**src/rtl/uart_pkg.sv**
```systemverilog
// Shared UART definitions: receive FSM encoding, frame shape and default bit timing.
package uart_pkg;

   typedef enum logic [1:0] {
      RX_IDLE,
      RX_START,
      RX_DATA,
      RX_STOP
   } rx_state_t;

   localparam int UART_DATA_BITS    = 8;
   localparam int UART_STOP_BITS    = 1;
   // 100 MHz system clock at 115200 baud.
   localparam int UART_CLKS_PER_BIT = 868;

endpackage

```
**src/rtl/uart_receiver_if.sv**
```systemverilog
// Receive-side signal bundle between the serial pin / I/O unit and the UART receiver.
interface uart_receiver_if;
   import uart_pkg::*;

   logic                      rxd;
   logic                      rd_en;
   logic                      err_clr;
   logic [UART_DATA_BITS-1:0] data;
   logic                      rdy;
   logic                      frame_err;
   logic                      overrun;

   // Master drives the line and the pop/clear strobes; slave is the receiver.
   modport master (output rxd, rd_en, err_clr, input data, rdy, frame_err, overrun);
   modport slave  (input rxd, rd_en, err_clr, output data, rdy, frame_err, overrun);

endinterface

```
**src/rtl/uart_rx_fifo.sv**
```systemverilog
// Generic first-word-fall-through FIFO. Head entry is visible on pop_data while
// not empty; the output is forced to zero when empty so reset shows a clean bus.
module uart_rx_fifo #(
   parameter int DEPTH  = 4,
   parameter int DATA_W = 8
) (
   input  logic              clk,
   input  logic              reset,
   input  logic              push,
   input  logic [DATA_W-1:0] push_data,
   input  logic              pop,
   output logic [DATA_W-1:0] pop_data,
   output logic              full,
   output logic              empty
);

   localparam int PTR_W = $clog2(DEPTH);

   logic [DATA_W-1:0] mem [DEPTH];
   logic [PTR_W-1:0]  wr_ptr;
   logic [PTR_W-1:0]  rd_ptr;
   logic [PTR_W:0]    count;
   logic              wr_go;
   logic              rd_go;

   assign full  = (count == (PTR_W+1)'(DEPTH));
   assign empty = (count == '0);

   // A pop frees a slot on the same edge, so a push into a full FIFO is taken
   // when it coincides with a pop. Pops of an empty FIFO are ignored.
   assign rd_go = pop && !empty;
   assign wr_go = push && (!full || pop);

   assign pop_data = empty ? '0 : mem[rd_ptr];

   // Storage write; contents need no reset because empty masks the output.
   always_ff @(posedge clk) begin
      if (wr_go) begin
         mem[wr_ptr] <= push_data;
      end
   end

   // Pointer and occupancy bookkeeping; pointers wrap naturally.
   always_ff @(posedge clk or posedge reset) begin
      if (reset) begin
         wr_ptr <= '0;
         rd_ptr <= '0;
         count  <= '0;
      end else begin
         if (wr_go) begin
            wr_ptr <= wr_ptr + 1'b1;
         end
         if (rd_go) begin
            rd_ptr <= rd_ptr + 1'b1;
         end
         case ({wr_go, rd_go})
            2'b10:   count <= count + 1'b1;
            2'b01:   count <= count - 1'b1;
            default: count <= count;
         endcase
      end
   end

endmodule

```
**src/rtl/uart_receiver.sv**
```systemverilog
// 8N1 serial receiver: two-flop input synchroniser, mid-bit sampling FSM, a
// small FWFT byte FIFO and sticky frame-error / overrun flags.
module uart_receiver
   import uart_pkg::*;
#(
   parameter int CLKS_PER_BIT = UART_CLKS_PER_BIT,
   parameter int FIFO_DEPTH   = 4
) (
   input  logic     clk,
   input  logic     reset,
   uart_receiver_if.slave rx_if
);

   localparam int CNT_W = $clog2(CLKS_PER_BIT);
   localparam int IDX_W = $clog2(UART_DATA_BITS);

   localparam logic [CNT_W-1:0] HALF_BIT_RELOAD = CNT_W'(CLKS_PER_BIT/2 - 1);
   localparam logic [CNT_W-1:0] FULL_BIT_RELOAD = CNT_W'(CLKS_PER_BIT - 1);
   localparam logic [IDX_W-1:0] LAST_BIT        = IDX_W'(UART_DATA_BITS - 1);

   logic                      rx_sync_p0;
   logic                      rx_sync_p1;
   logic                      rxs;

   rx_state_t                 state;
   rx_state_t                 state_n;
   logic [CNT_W-1:0]          cnt;
   logic [CNT_W-1:0]          cnt_n;
   logic [IDX_W-1:0]          bit_idx;
   logic [IDX_W-1:0]          bit_idx_n;
   logic [UART_DATA_BITS-1:0] shift;
   logic [UART_DATA_BITS-1:0] shift_n;
   logic                      byte_ok;
   logic                      frame_set;
   logic                      overrun_set;

   logic                      fifo_full;
   logic                      fifo_empty;

   logic                      frame_err_q;
   logic                      overrun_q;

   // Two-flop synchroniser; idles high like the line so reset never fakes a start bit.
   always_ff @(posedge clk or posedge reset) begin
      if (reset) begin
         rx_sync_p0 <= 1'b1;
         rx_sync_p1 <= 1'b1;
      end else begin
         rx_sync_p0 <= rx_if.rxd;
         rx_sync_p1 <= rx_sync_p0;
      end
   end

   assign rxs = rx_sync_p1;

   // FSM state, bit timer, bit index and shift register.
   always_ff @(posedge clk or posedge reset) begin
      if (reset) begin
         state   <= RX_IDLE;
         cnt     <= '0;
         bit_idx <= '0;
         shift   <= '0;
      end else begin
         state   <= state_n;
         cnt     <= cnt_n;
         bit_idx <= bit_idx_n;
         shift   <= shift_n;
      end
   end

   // Next-state logic: half-bit delay to the start midpoint, then full-bit steps.
   always_comb begin
      state_n   = state;
      cnt_n     = cnt;
      bit_idx_n = bit_idx;
      shift_n   = shift;
      byte_ok   = 1'b0;
      frame_set = 1'b0;
      case (state)
         RX_IDLE: begin
            if (!rxs) begin
               cnt_n   = HALF_BIT_RELOAD;
               state_n = RX_START;
            end
         end
         RX_START: begin
            if (cnt == '0) begin
               if (!rxs) begin
                  cnt_n     = FULL_BIT_RELOAD;
                  bit_idx_n = '0;
                  state_n   = RX_DATA;
               end else begin
                  // Line went back high before mid-bit: a glitch, not a frame.
                  state_n = RX_IDLE;
               end
            end else begin
               cnt_n = cnt - 1'b1;
            end
         end
         RX_DATA: begin
            if (cnt == '0) begin
               shift_n = {rxs, shift[UART_DATA_BITS-1:1]};
               cnt_n   = FULL_BIT_RELOAD;
               if (bit_idx == LAST_BIT) begin
                  state_n = RX_STOP;
               end else begin
                  bit_idx_n = bit_idx + 1'b1;
               end
            end else begin
               cnt_n = cnt - 1'b1;
            end
         end
         RX_STOP: begin
            if (cnt == '0) begin
               byte_ok   = rxs;
               frame_set = !rxs;
               // Back to IDLE at the stop midpoint so an early next start is caught.
               state_n   = RX_IDLE;
            end else begin
               cnt_n = cnt - 1'b1;
            end
         end
         default: begin
            state_n = RX_IDLE;
         end
      endcase
   end

   // A good byte is lost only when the FIFO is full and not being popped this edge.
   assign overrun_set = byte_ok && fifo_full && !rx_if.rd_en;

   uart_rx_fifo #(
      .DEPTH  (FIFO_DEPTH),
      .DATA_W (UART_DATA_BITS)
   ) u_fifo (
      .clk       (clk),
      .reset     (reset),
      .push      (byte_ok),
      .push_data (shift),
      .pop       (rx_if.rd_en),
      .pop_data  (rx_if.data),
      .full      (fifo_full),
      .empty     (fifo_empty)
   );

   // Sticky error flags; a set event on the same edge as a clear wins.
   always_ff @(posedge clk or posedge reset) begin
      if (reset) begin
         frame_err_q <= 1'b0;
         overrun_q   <= 1'b0;
      end else begin
         if (frame_set) begin
            frame_err_q <= 1'b1;
         end else if (rx_if.err_clr) begin
            frame_err_q <= 1'b0;
         end
         if (overrun_set) begin
            overrun_q <= 1'b1;
         end else if (rx_if.err_clr) begin
            overrun_q <= 1'b0;
         end
      end
   end

   assign rx_if.rdy       = !fifo_empty;
   assign rx_if.frame_err = frame_err_q;
   assign rx_if.overrun   = overrun_q;

endmodule

```
**src/flat_wrapper.sv**
```systemverilog
// flat-port wrapper written by rule: the top's interface ports become plain ports
module uart_receiver_flat import uart_pkg::*;
#(
   parameter int CLKS_PER_BIT = UART_CLKS_PER_BIT,
   parameter int FIFO_DEPTH   = 4
)
  (clk, reset, rx_if_rxd, rx_if_rd_en, rx_if_err_clr, rx_if_data, rx_if_rdy, rx_if_frame_err, rx_if_overrun);
  uart_receiver_if rx_if_i ();
  input  logic clk;
  input  logic reset;
  input wire logic [$bits(rx_if_i.rxd)-1:0] rx_if_rxd;
  input wire logic [$bits(rx_if_i.rd_en)-1:0] rx_if_rd_en;
  input wire logic [$bits(rx_if_i.err_clr)-1:0] rx_if_err_clr;
  output wire logic [$bits(rx_if_i.data)-1:0] rx_if_data;
  output wire logic [$bits(rx_if_i.rdy)-1:0] rx_if_rdy;
  output wire logic [$bits(rx_if_i.frame_err)-1:0] rx_if_frame_err;
  output wire logic [$bits(rx_if_i.overrun)-1:0] rx_if_overrun;
  assign rx_if_i.rxd = rx_if_rxd;
  assign rx_if_i.rd_en = rx_if_rd_en;
  assign rx_if_i.err_clr = rx_if_err_clr;
  assign rx_if_data = rx_if_i.data;
  assign rx_if_rdy = rx_if_i.rdy;
  assign rx_if_frame_err = rx_if_i.frame_err;
  assign rx_if_overrun = rx_if_i.overrun;
  uart_receiver #(.CLKS_PER_BIT(CLKS_PER_BIT), .FIFO_DEPTH(FIFO_DEPTH)) u_core (.clk(clk), .reset(reset), .rx_if(rx_if_i));
endmodule
```
**config.mk**
```make
export PLATFORM = sky130hd
export DESIGN_NAME = uart_receiver_flat
export DESIGN_NICKNAME = d
export VERILOG_FILES = /design/src/rtl/uart_pkg.sv /design/src/rtl/uart_receiver_if.sv /design/src/rtl/uart_rx_fifo.sv /design/src/rtl/uart_receiver.sv /design/src/flat_wrapper.sv
export SDC_FILE = /design/constraint.sdc
export NUM_CORES = 1
export LEC_CHECK = 0
export ABC_AREA = 1
export ABC_CLOCK_PERIOD_IN_PS = 5300
export CAP_MARGIN = 10
export CORE_MARGIN = 1.5
export CORE_UTILIZATION = 48
export CTS_CLUSTER_SIZE = 30
export DETAILED_ROUTE_END_ITERATION = 10
export PLACE_DENSITY_LB_ADDON = 0.25
export SYNTH_ARGS = -nofsm -noshare
export SYNTH_HDL_FRONTEND = slang
export SYNTH_SLANG_ARGS = --single-unit
```
**constraint.sdc**
```tcl
create_clock -name clk -period 5.3 [get_ports clk]
set_input_delay 1.06 -clock clk [delete_from_list [all_inputs] [get_ports clk]]
set_output_delay 1.06 -clock clk [all_outputs]
set_load 0.005 [all_outputs]
```
; ---- Word-level counts from Yosys, hierarchy flattened
; Memory sizes are Yosys's and may differ from the RTL's.
; Cells that the tools add are included.
[word_totals]
memories = 1
out_inout_bits = 11
ram_bits = 32
mem_bits_ro = 0
reg_bits = 34
latch_bits = 0
[memory_table]
columns = memory, depth, width, rd, rd_ports_with_merged_regs, write_ports, line
row1 = u_core.u_fifo.mem, 4, 8, 1, 0, 1, uart_rx_fifo.sv:19  ; logic [DATA_W-1:0] mem [DEPTH];
[classes]
n_addsub = 6
bitwise = 0
div = 0
n_reduce_logical = 20
n_shift = 0
n_lt_le_gt_ge = 0
n_eq_ne = 16
muxes = 29
mul = 0
[ops]
columns = cell, count
row1 = 10-bit 2-to-1 mux, 5
row2 = 10-bit case mux with 4 select lines, 1
row3 = 2-bit 2-to-1 mux, 6
row4 = 3-bit 2-to-1 mux, 4
row5 = 3-bit case mux with 2 select lines, 2
row6 = 10-bit zero test, 1
row7 = 5-bit AND reduction, 2
row8 = 10-bit by 1-bit subtractor with 10-bit output (second input constant), 1
row9 = 1-bit 2-to-1 mux, 9
row10 = 8-bit 2-to-1 mux, 1
row11 = 2-bit by 1-bit != test with 1-bit output (second input constant), 4
row12 = 2-bit != test (second input constant), 4
row13 = 2-bit case mux with 4 select lines, 1
row14 = 2-bit nonzero test, 4
row15 = 3-bit by 1-bit adder with 3-bit output (second input constant), 2
row16 = 2-bit equality test (second input constant), 3
row17 = 3-bit equality test (second input constant), 2
row18 = 2-bit by 1-bit adder with 2-bit output (second input constant), 2
row19 = 2-bit by 1-bit equality test with 1-bit output (second input constant), 2
row20 = 1-bit logical AND, 4
row21 = 1-bit zero test, 4
row22 = 3-bit zero test, 1
row23 = 3-bit != test (second input constant), 1
row24 = 3-bit AND reduction, 1
row25 = other kinds (4), 4

; ---- Longest topological paths before layout
; Gate-level depths: netlist (run 1).
[logic_depth]
depth_word = 6
ltp_mapped = 13

; ---- Hierarchy
; A second synthesis (run 1) with hierarchy kept.
[unflattened]
hier_cells = 399
hier_area_um2 = 3442.1
[by_module_without_submodules]
columns = mod, n_inst, cells_per_inst, seq_area_each_um2, area_per_inst_um2
row1 = uart_rx_fifo, 1, 186, 1136.1, 1840.5
row2 = uart_receiver, 1, 213, 678.2, 1601.5

; ---- Least setup slack after synthesis (run 1)
; No wires, ideal clock.
[synth_path]
path_type = in2reg
from = input port rx_if_rd_en
to = register u_core.u_fifo.count[2]
arrival_ns = 2.336
slack_ns = 2.833
setup_ns = 0.131
required_time_ns = 5.169
cell_stages = 9
cell_sequence = inv_1 nand3_1 nand2_4 ha_1 inv_1 fa_1 a21oi_1 o21ai_0 xor2_1
[synth_between]
elab_chain_cells = 4
word_cells_on_any_way = 7
[synth_lines]
columns = element, line
row1 = from (decl), flat_wrapper.sv:12  ; input wire logic [$bits(rx_if_i.rd_en)-1:0] rx_if_rd_en;
row2 = 1-bit logical OR, uart_rx_fifo.sv:32  ; assign wr_go = push && (!full || pop);
row3 = 1-bit logical AND, uart_rx_fifo.sv:32
row4 = 2-bit by 1-bit equality test with 1-bit output / 2-bit equality test (equally long branches), uart_rx_fifo.sv:56  ; case ({wr_go, rd_go})
row5 = 3-bit case mux with 2 select lines / 2-bit nonzero test (equally long branches), -
row6 = to (signal assigned), uart_rx_fifo.sv:57  ; 2'b10: count <= count + 1'b1;
row7 = to (signal assigned), uart_rx_fifo.sv:58  ; 2'b01: count <= count - 1'b1;
row8 = to (signal assigned), uart_rx_fifo.sv:59  ; default: count <= count;
row9 = to (decl), uart_rx_fifo.sv:22  ; logic [PTR_W:0] count;
; Parallel ways exist; a longest one is shown, timed or not.
; A chain may end at the register's enable or synchronous reset.

; ---- Final worst setup path (run 1)
[layout_path]
from = register u_core.u_fifo.rd_ptr[0]
to = output port rx_if_data[6]
[layout_between]
elab_chain_cells = 2
[layout_lines]
columns = element, line
row1 = from (decl), uart_rx_fifo.sv:21  ; logic [PTR_W-1:0] rd_ptr;
row2 = from (signal assigned), uart_rx_fifo.sv:54  ; rd_ptr <= rd_ptr + 1'b1;
row3 = memory 4 x 8 bit, -
row4 = 8-bit 2-to-1 mux, uart_rx_fifo.sv:34  ; assign pop_data = empty ? '0 : mem[rd_ptr];
row5 = to (decl), flat_wrapper.sv:14  ; output wire logic [$bits(rx_if_i.data)-1:0] rx_if_data;
; No other way between the ends.

==> results.txt, run 1 <==
status: finished, violations left
violated checks: DRC
largest cells by area after synthesis: edfxtp_1, dfrtp_1, nand2_1
Yosys cell types: 30
synthesized area: 0.003244 mm²
worst-case reg-to-reg path depth: 11
final hold vios: 0
Seq/Total Area, Yosys: 55.92%
antenna cells: 0
HPWL after detailed placement: 3972 µm
endpoint class of the critical path: output port
post-CTS resize count: 0
count leader, synth: nand2_1
row cnt: 29
setup TNS: 0 ns
start of the worst register-to-register path: u_core.cnt[0]$_DFFE_PP0P_
Mean Syn Cell Area: 9.323 µm²
critical path class: reg2out
Initial Util: 50.52%
leading register cell type out of synthesis: edfxtp_1
GRT Util Overall: 18.44%
largest net degree at the start of global routing: 35
Hold Slack: 0.3575 ns
layout cells sized above 1: 10.13%
final cell count without fillers: 452
post-synthesis async set-or-reset flop share: 51.52%
initial drt markers: 119
IO Pins: 16
Post-Syn Nets: 368
core footprint: 0.006422 mm²
Die Y: 85.22 µm
RSZ-0062 raised after global routing: no
critical path's slowest cell: dfrtp_1
CP arrival: 2.17 ns
total grt overflow: 0
PD cells: 371.8 mW/mm²
Vias/cell: 4.996
Max Clock Freq: 310.0 MHz
post-CTS setup buffer count: 0
hold depth: 0
Synth top area share: 29.62%
CTS root buffer: clkbuf_8
Cell Chain, Critical Path: inv_2 -> o21ai_0 -> a21oi_1 -> clkdlybuf4s50_1
DRT antenna net count: 0
placed insts: 436
Layout Nets: 390
Total Wirelength: 5791 µm
# hold bufs at CTS: 0
Area Overhead vs Synth: 13.61%
final setup vio count: 0
wire per inst: 12.81 µm
Final Wtd Congestion: 0.8480
critical hold path startpoint: u_core.rx_sync_p0$_DFF_PP1_
H-Tree Depth: 3
CP required: 4.24 ns
Rel. slew slack: 49.72%
max cap viols: 0
slowest stage delay, CP: 0.75 ns
Synth top cells by count: nand2_1, nor2_1, inv_1
clk slew on worst S/H paths: 0.07 ns
die area: 0.007262 mm²
Post-synth EDFFs: 32
Critical Path Fanout Max: 19
hold path endpoint: u_core.rx_sync_p1$_DFF_PP1_
first-pass GRT wire length: 10110 µm
number of remaining DRC errors: 3
port bufs: 15
worst vdd ir: 0.1713 mV
worst reg-to-reg setup slack: 2.99 ns
Least-Margin Pin Slew: 0.7515 ns
Synth Register Bits: 66
cell accounting for the most synthesized area: edfxtp_1
clk_skew: 0.008113 ns
drt pass-1 iters: 7
Syn Inst Count: 348
Final period util: 60.86%
Syn. warnings: 0
Hold Path Class: reg2reg
fin. max-slew vios: 0
Clock Latency Late Sink: 0.35 ns
vias in the first global route: 2243
CTS tree: done
leakage power: 1.726 nW
vias: 2258
number of CTS-inserted buffers: 9
Num Clock Sinks: 66
Die Wd: 85.22 µm
Clock Path Buffers: 2
initial antenna violation count: 0
Critical R2R Capture: u_core.u_fifo.count[1]$_DFFE_PP0P_
Filler Cell Count: 556
fin crit period: 3.226 ns
CP Launch Type: register
==> worst max-delay path: cells and delay by family (launching register included) <==
family          cells  cell delay [ns]
buf+inv             2             0.70
compound gates      2             0.37
flops               1             0.75
==> cell type report <==
cell class	count	area, µm²	area share, %
inverter	43	161.4	4.379
sequential	66	1814	49.22
tap	77	96.34	2.614
clock inverter	6	90.09	2.444
multi-input combinational	234	1239	33.60
clock buffer	10	127.6	3.462
timing repair buffer	16	157.7	4.277
==> power by group <==
| group | switching (W) | internal, W | leakage, nW |
|---|---|---|---|
| registers | 0.0000432 | 0.000555 | 0.809 |
| logic | 0.000149 | 0.000156 | 0.810 |
| clock network | 0.000201 | 0.000266 | 0.107 |
| total | 0.000394 | 0.000977 | 1.73 |
==> metrics by stage <==
stage	setup slack (ns)	total power, W	area, µm²	util, %
floorplan	2.833	0.0007868	3244	-
global placement	2.334	0.0009116	3468	54.00
detailed placement	2.291	0.0009202	3468	54.00
CTS	2.019	0.001387	3686	57.39
global route	1.838	0.001448	3686	57.39
finish	2.074	0.001370	3686	57.39
==> registers in the layout, indices dropped and copies added (netlist names), named ones only <==
name / cells
u_core.rx_sync_p1: 1
u_core.u_fifo.wr_ptr: 2
u_core.state: 1
u_core.cnt: 10
u_core.bit_idx: 3
u_core.u_fifo.rd_ptr: 2
u_core.rx_if.overrun: 1
u_core.rx_sync_p0: 1
u_core.rx_if.frame_err: 1
u_core.shift: 8
u_core.u_fifo.count: 3
u_core.u_fifo.mem: 32
==> worst max path at each step <==
| stage | from | endpoint | slack, ns | cells past startpoint |
|---|---|---|---|---|
| 2_1_floorplan | rx_if_rd_en | u_core.u_fifo.count[2]$_DFFE_PP0P_ | 2.83 | 9 |
| 3_3_place_gp | rx_if_rd_en | u_core.u_fifo.count[2]$_DFFE_PP0P_ | 2.33 | 10 |
| 3_5_place_dp | rx_if_rd_en | u_core.u_fifo.count[2]$_DFFE_PP0P_ | 2.29 | 10 |
| 4_1_cts | u_core.u_fifo.rd_ptr[0]$_DFFE_PP0P_ | rx_if_data[6] | 2.02 | 4 |
| 5_1_grt | u_core.u_fifo.rd_ptr[1]$_DFFE_PP0P_ | rx_if_data[0] | 1.84 | 5 |
| 6_report | u_core.u_fifo.rd_ptr[0]$_DFFE_PP0P_ | rx_if_data[6] | 2.07 | 4 |
==> placed cells by master, fill, tap and decap left out, types with 2 or more instances in the layout <==
cell type,count
nand2_1,70
nor2_1,58
inv_1,36
dfrtp_1,32
edfxtp_1,32
o21ai_0,30
nand3_1,21
clkdlybuf4s50_1,15
ha_1,14
a21oi_1,13
clkbuf_8,9
inv_2,6
nor2_4,4
xor2_1,4
nand2_4,3
nand4_1,3
nand3_2,2
o21ai_2,2
xnor2_1,2
bufinv_16,2
dfstp_2,2
==> cells by family (layout without fill, tap and decap cells) <==
logic type | after synthesis | in the layout | share of synthesized area, %
simple gates | 164 | 164 | 22.56
compound gates | 49 | 49 | 7.983
fa+ha+maj | 15 | 15 | 6.016
xor+xnor | 6 | 6 | 1.620
buf+inv | 48 | 75 | 5.900
flops | 66 | 66 | 55.92
==> routing by layer <==
metal | vias to the layer above | part of all wire (%) | GRT usage [%]
met5 | - | 0 | 0
met4 | 0 | 1.8 | 7.004
met1 | 1036 | 46 | 22.39
met2 | 40 | 49 | 30.52
met3 | 10 | 3.7 | 6.226
li1 | 1172 | - | -
No activity file was read; power rests on OpenSTA's default activity.
==> inputs of run 2 (changes only) <==
--- a/config.mk
+++ b/config.mk
@@ -6,7 +6,7 @@
 export NUM_CORES = 1
 export LEC_CHECK = 0
 export ABC_AREA = 1
-export ABC_CLOCK_PERIOD_IN_PS = 5300
+export ABC_CLOCK_PERIOD_IN_PS = 2750
 export CAP_MARGIN = 10
 export CORE_MARGIN = 1.5
 export CORE_UTILIZATION = 48
==> constraint.sdc (replaced) <==
create_clock -name clk -period 2.75 [get_ports clk]
set_input_delay 0.55 -clock clk [delete_from_list [all_inputs] [get_ports clk]]
set_output_delay 0.55 -clock clk [all_outputs]
set_load 0.005 [all_outputs]
==> results.txt, run 2 (synthesis gave the netlist of run 1 again) <==
status: finished, violations left (unchanged)
violated checks: DRC (unchanged)
Top Registers: u_core.u_fifo.mem: 32 flops, u_core.cnt: 10 flops, u_core.shift: 8 flops (unchanged)
clk_skew: 0.006398 ns (was 0.008113 ns)
max cap viols: 0 (unchanged)
number of CTS-inserted buffers: 9 (unchanged)
wire per inst: 12.83 µm (was 12.81 µm)
Largest register FFs: 32 (unchanged)
Die Wd: 85.22 µm (unchanged)
fin. max-slew vios: 0 (unchanged)
drt pass-1 iters: 7 (unchanged)
endpoint class of the critical path: output port (unchanged)
initial drt markers: 80 (was 119)
Die Y: 85.22 µm (unchanged)
leakage power: 1.737 nW (was 1.726 nW)
antenna cells: 0 (unchanged)
worst reg-to-reg setup slack: 0.45 ns (was 2.99 ns)
CP arrival: 2.02 ns (was 2.17 ns)
core footprint: 0.006422 mm² (unchanged)
Least-Margin Pin Slew: 0.4107 ns (was 0.7515 ns)
Layout Nets: 396 (was 390)
Max Clock Freq: 389.6 MHz
Clock Path Buffers: 2 (unchanged)
slowest stage delay, CP: 0.53 ns (was 0.75 ns)
number of remaining DRC errors: 3 (unchanged)
Num Clock Sinks: 66 (unchanged)
port bufs: 15 (unchanged)
die area: 0.007262 mm² (unchanged)
Critical Path Fanout Max: 17 (was 19)
worst vdd ir: 0.2992 mV (was 0.1713 mV)
critical path class: reg2out (unchanged)
Rel. slew slack: 72.33% (was 49.72%)
Hold Path Class: reg2reg (unchanged)
CP required: 2.20 ns (was 4.24 ns)
DRT antenna net count: 0 (unchanged)
crit-path leading delay family: buffers and inverters (was flip-flops)
final setup vio count: 0 (unchanged)
vias: 2297 (was 2258)
final hold vios: 0 (unchanged)
Vias/cell: 5.015 (was 4.996)
row cnt: 29 (unchanged)
post-CTS resize count: 0 (unchanged)
Total Wirelength: 5874 µm (was 5791 µm)
HPWL after detailed placement: 4135 µm (was 3972 µm)
Final period util: 93.33%
PD cells: 671.8 mW/mm² (was 371.8 mW/mm²)
Cell Chain, Critical Path: buf_4 -> inv_2 -> o21ai_0 -> a21oi_1 -> clkdlybuf4s50_1 (was inv_2 -> o21ai_0 -> a21oi_1 -> clkdlybuf4s50_1)
initial antenna violation count: 0 (unchanged)
clk slew on worst S/H paths: 0.07 ns (about the same)
CP Launch Type: register (unchanged)
total grt overflow: 0 (unchanged)
Final Wtd Congestion: 0.8629 (was 0.8480)
Reg with most FFs: u_core.u_fifo.mem (unchanged)
first-pass GRT wire length: 10240 µm (was 10110 µm)
H-Tree Depth: 3 (unchanged)
critical path's slowest cell: clkdlybuf4s50_1 (was dfrtp_1)
Area Overhead vs Synth: 13.57% (was 13.61%)
GRT Util Overall: 18.31% (was 18.44%)
CTS root buffer: clkbuf_8 (unchanged)
commonest non-fill, non-tap cell in the layout: nand2_1 (unchanged)
Clock Latency Late Sink: 0.33 ns (was 0.35 ns)
setup TNS: 0 ns (unchanged)
Initial Util: 50.52% (unchanged)
largest net degree at the start of global routing: 35 (unchanged)
utilization after layout: 57.37% (was 57.39%)
RSZ-0062 raised after global routing: no (unchanged)
CTS tree: done (unchanged)
post-CTS setup buffer count: 0 (unchanged)
most frequent cells in the layout: nand2_1, nor2_1, inv_1, dfrtp_1, edfxtp_1 (unchanged)
vias in the first global route: 2287 (was 2243)
fin crit period: 2.567 ns
Buf/Inv on CP: 3 (was 2)
layout cells sized above 1: 11.55% (was 10.13%)
IO Pins: 16 (unchanged)
# hold bufs at CTS: 0 (unchanged)
[run 2: cell type report]
class                   instances  area, µm²
inverters                      43      161.4
clock inverters                 6      43.79
clock buffers                  10      127.6
flip-flops and latches         66       1814
repair buffers                 22      202.7
fillers                       545       2738
multi-input cells             234       1239
well taps                      77      96.34
[run 2: worst paths after layout]
path	endpoint	cells after the start	from
min in group asynchronous	u_core.u_fifo.rd_ptr[0]$_DFFE_PP0P_	3	reset
max reg2reg	u_core.u_fifo.count[1]$_DFFE_PP0P_	11	u_core.cnt[0]$_DFFE_PP0P_
max	rx_if_data[6]	5	u_core.u_fifo.rd_ptr[0]$_DFFE_PP0P_
min	u_core.rx_sync_p1$_DFF_PP1_	0	u_core.rx_sync_p0$_DFF_PP1_
min reg2reg	u_core.rx_sync_p1$_DFF_PP1_	0	u_core.rx_sync_p0$_DFF_PP1_
max in group asynchronous	u_core.rx_sync_p1$_DFF_PP1_	3	reset
[run 2: per-stage QoR]
stage	hold slack [ns]	worst slack (ns)	area, µm²	std cells	power [W]
floorplan	0.3452	0.6647	3244	348	0.001516
global placement	0.3454	0.2842	3513	442	0.001773
detailed placement	0.3478	0.2228	3513	442	0.001804
CTS	0.3587	0.1677	3685	458	0.002506
global route	0.3679	0.03249	3685	458	0.002640
finish	0.3582	0.1834	3685	458	0.002475
[run 2: layer usage]
metal / vias to the layer above / routed length, µm / GRT usage (%)
li1: 1184 / - / -
met1: 1082 / 2652 / 22.14
met2: 25 / 3007 / 31.89
met3: 6 / 140 / 3.794
met4: 0 / 73 / 7.601
met5: - / 0 / 0
[run 2: where the power goes]
group,internal [W],total [W],switching (W)
combinational,0.000318,0.000673,0.000355
sequential,0.00107,0.00110,0.0000307
clock,0.000328,0.000701,0.000373
total,0.00172,0.00248,0.000759
[run 2: worst register-to-register path, cell delays in order, from the launching register on]
cell     delay, ns
dfrtp_1       0.38
inv_1         0.11
ha_1          0.18
nand2_1       0.09
nor2_4        0.17
nand2_4       0.09
nor3_4        0.21
nand2_4       0.11
ha_1          0.20
inv_1         0.10
fa_1          0.42
o21ai_0       0.17
==> inputs of run 3 (changes only) <==
--- a/config.mk
+++ b/config.mk
@@ -6,8 +6,8 @@
 export NUM_CORES = 1
 export LEC_CHECK = 0
 export ABC_AREA = 1
-export ABC_CLOCK_PERIOD_IN_PS = 2750
-export CAP_MARGIN = 10
+export ABC_CLOCK_PERIOD_IN_PS = 2700
+export CAP_MARGIN = 20
 export CORE_MARGIN = 1.5
 export CORE_UTILIZATION = 48
 export CTS_CLUSTER_SIZE = 30
==> constraint.sdc (replaced) <==
create_clock -name clk -period 2.7 [get_ports clk]
set_input_delay 0.54 -clock clk [delete_from_list [all_inputs] [get_ports clk]]
set_output_delay 0.54 -clock clk [all_outputs]
set_load 0.005 [all_outputs]
==> results.txt, run 3 (synthesis gave the netlist of run 1 again) <==
Critical Path Start: u_core.u_fifo.rd_ptr[0]$_DFFE_PP0P_ (unchanged)
CTS tree: done (unchanged)
HPWL after detailed placement: 4189 µm (was 4135 µm)
status: finished, violations left (unchanged)
Layout Nets: 396 (unchanged)
Total Wirelength: 5904 µm (was 5874 µm)
critical path class: reg2out (unchanged)
utilization after layout: 57.86% (was 57.37%)
Filler Cell Count: 558 (was 545)
critical path's slowest cell: dfrtp_2 (was clkdlybuf4s50_1)
final setup vio count: 0 (unchanged)
Area Overhead vs Synth: 14.54% (was 13.57%)
most frequent cells in the layout: nand2_1, nor2_1, inv_1, edfxtp_1, dfrtp_1 (was nand2_1, nor2_1, inv_1, dfrtp_1, edfxtp_1)
vias in the first global route: 2330 (was 2287)
Die Wd: 85.22 µm (unchanged)
critical hold path startpoint: u_core.rx_sync_p0$_DFF_PP1_ (unchanged)
clk_skew: 0.007062 ns (was 0.006398 ns)
start of the worst register-to-register path: u_core.cnt[0]$_DFFE_PP0P_ (unchanged)
IO Pins: 16 (unchanged)
CP arrival: 1.95 ns (was 2.02 ns)
port bufs: 15 (unchanged)
PD cells: 710.8 mW/mm² (was 671.8 mW/mm²)
Final period util: 92.16%
Final WS setup: 0.2116 ns (was 0.1834 ns)
initial drt markers: 105 (was 80)
initial antenna violation count: 0 (unchanged)
Largest register FFs: 32 (unchanged)
Hold Path Class: reg2reg (unchanged)
setup TNS: 0 ns (unchanged)
wire per inst: 12.89 µm (was 12.83 µm)
Final Wtd Congestion: 0.8906 (was 0.8629)
GRT Util Overall: 18.46% (was 18.31%)
largest net degree at the start of global routing: 35 (unchanged)
layout cells sized above 1: 12.07% (was 11.55%)
worst vdd ir: 0.2975 mV (was 0.2992 mV)
Rel. slew slack: 70.73% (was 72.33%)
final hold vios: 0 (unchanged)
commonest non-fill, non-tap cell in the layout: nand2_1 (unchanged)
pre-CTS setup slack: 0.1603 ns (was 0.2228 ns)
RSZ-0062 raised after global routing: no (unchanged)
slowest stage delay, CP: 0.54 ns (was 0.53 ns)
number of remaining DRC errors: 3 (unchanged)
CP Launch Type: register (unchanged)
drt pass-1 iters: 7 (unchanged)
fin crit period: 2.488 ns
Critical Path Fanout Max: 18 (was 17)
Num Clock Sinks: 66 (unchanged)
fin. max-slew vios: 0 (unchanged)
max cap viols: 0 (unchanged)
CP required: 2.16 ns (was 2.20 ns)
Cell Chain, Critical Path: inv_2 -> o21ai_0 -> a21oi_1 -> clkdlybuf4s50_1 (was buf_4 -> inv_2 -> o21ai_0 -> a21oi_1 -> clkdlybuf4s50_1)
vias: 2327 (was 2297)
DRT antenna net count: 0 (unchanged)
Vias/cell: 5.081 (was 5.015)
Reg with most FFs: u_core.u_fifo.mem (unchanged)
Max Clock Freq: 401.9 MHz
endpoint class of the critical path: output port (unchanged)
Initial Util: 50.52% (unchanged)
clk slew on worst S/H paths: 0.07 ns (about the same)
Least-Margin Pin Slew: 0.4390 ns (was 0.4107 ns)
die area: 0.007262 mm² (unchanged)
number of CTS-inserted buffers: 9 (unchanged)
violated checks: DRC (unchanged)
row cnt: 29 (unchanged)
Clock Latency Late Sink: 0.34 ns (was 0.33 ns)
leakage power: 1.750 nW (was 1.737 nW)
H-Tree Depth: 3 (unchanged)
Power, Total: 0.002641 W (was 0.002475 W)
antenna cells: 0 (unchanged)
Top Registers: u_core.u_fifo.mem: 32 flops, u_core.cnt: 10 flops, u_core.shift: 8 flops (unchanged)
core footprint: 0.006422 mm² (unchanged)
first-pass GRT wire length: 10300 µm (was 10240 µm)
Clock Path Buffers: 2 (unchanged)
total grt overflow: 0 (unchanged)
Die Y: 85.22 µm (unchanged)
CTS root buffer: clkbuf_8 (unchanged)
run 3: power by group:
part / internal, W / leakage (nW) / total [W] / switching [W]
Clock: 0.000432 / 0.0998 / 0.000831 / 0.000399
Combinational: 0.000326 / 0.842 / 0.000654 / 0.000328
Sequential: 0.00109 / 0.808 / 0.00116 / 0.0000654
Total: 0.00185 / 1.75 / 0.00264 / 0.000793
run 3: layout make-up:
type	instances	area, µm²	share of cell area, %
Multi-Input combinational cell	234	1239	33.33
Timing Repair Buffer	22	202.7	5.455
Sequential cell	66	1815	48.86
Tap cell	77	96.34	2.593
Clock buffer	9	123.9	3.333
Inverter	43	161.4	4.343
Clock inverter	7	77.57	2.088
run 3: final timing paths:
kind | endpoint | slack [ns] | depth (start not counted)
min in group asynchronous | u_core.u_fifo.count[1]$_DFFE_PP0P_ | 0.59 | 3
worst min register to register | u_core.rx_sync_p1$_DFF_PP1_ | 0.36 | 0
worst max-delay path | rx_if_data[4] | 0.21 | 4
worst max register to register | u_core.u_fifo.count[1]$_DFFE_PP0P_ | 0.38 | 11
max in group asynchronous | u_core.rx_sync_p1$_DFF_PP1_ | 1.76 | 3
worst min-delay path | u_core.rx_sync_p1$_DFF_PP1_ | 0.36 | 0
run 3: routing by layer:
layer	track usage (%)	part of all wire, %	vias to the layer above
met2	33.33	52	39
li1	-	-	1181
met4	7.899	1.3	0
met5	0	0	-
met3	3.016	3.9	6
met1	21.68	43	1101
run 3: worst max-delay path, delay by kind of cell (launching register included):
family / cells / cell delay, ns
compound gates: 2 / 0.30
flops: 1 / 0.54
buf+inv: 2 / 0.76
run 3: per-stage QoR:
step	hold slack (ns)	instance area [µm²]	std cells
5_1_grt	0.3677	3716	458
4_1_cts	0.3587	3715	458
3_5_place_dp	0.3475	3513	442
6_report	0.3579	3716	458
3_3_place_gp	0.3459	3513	442
2_1_floorplan	0.3452	3244	348
run 3: timing repair:
item	CTS	global route
gates resized for setup	0	1
endpoints found under the setup margin	0	8
buffers inserted	0	0
hold buffers	0	0
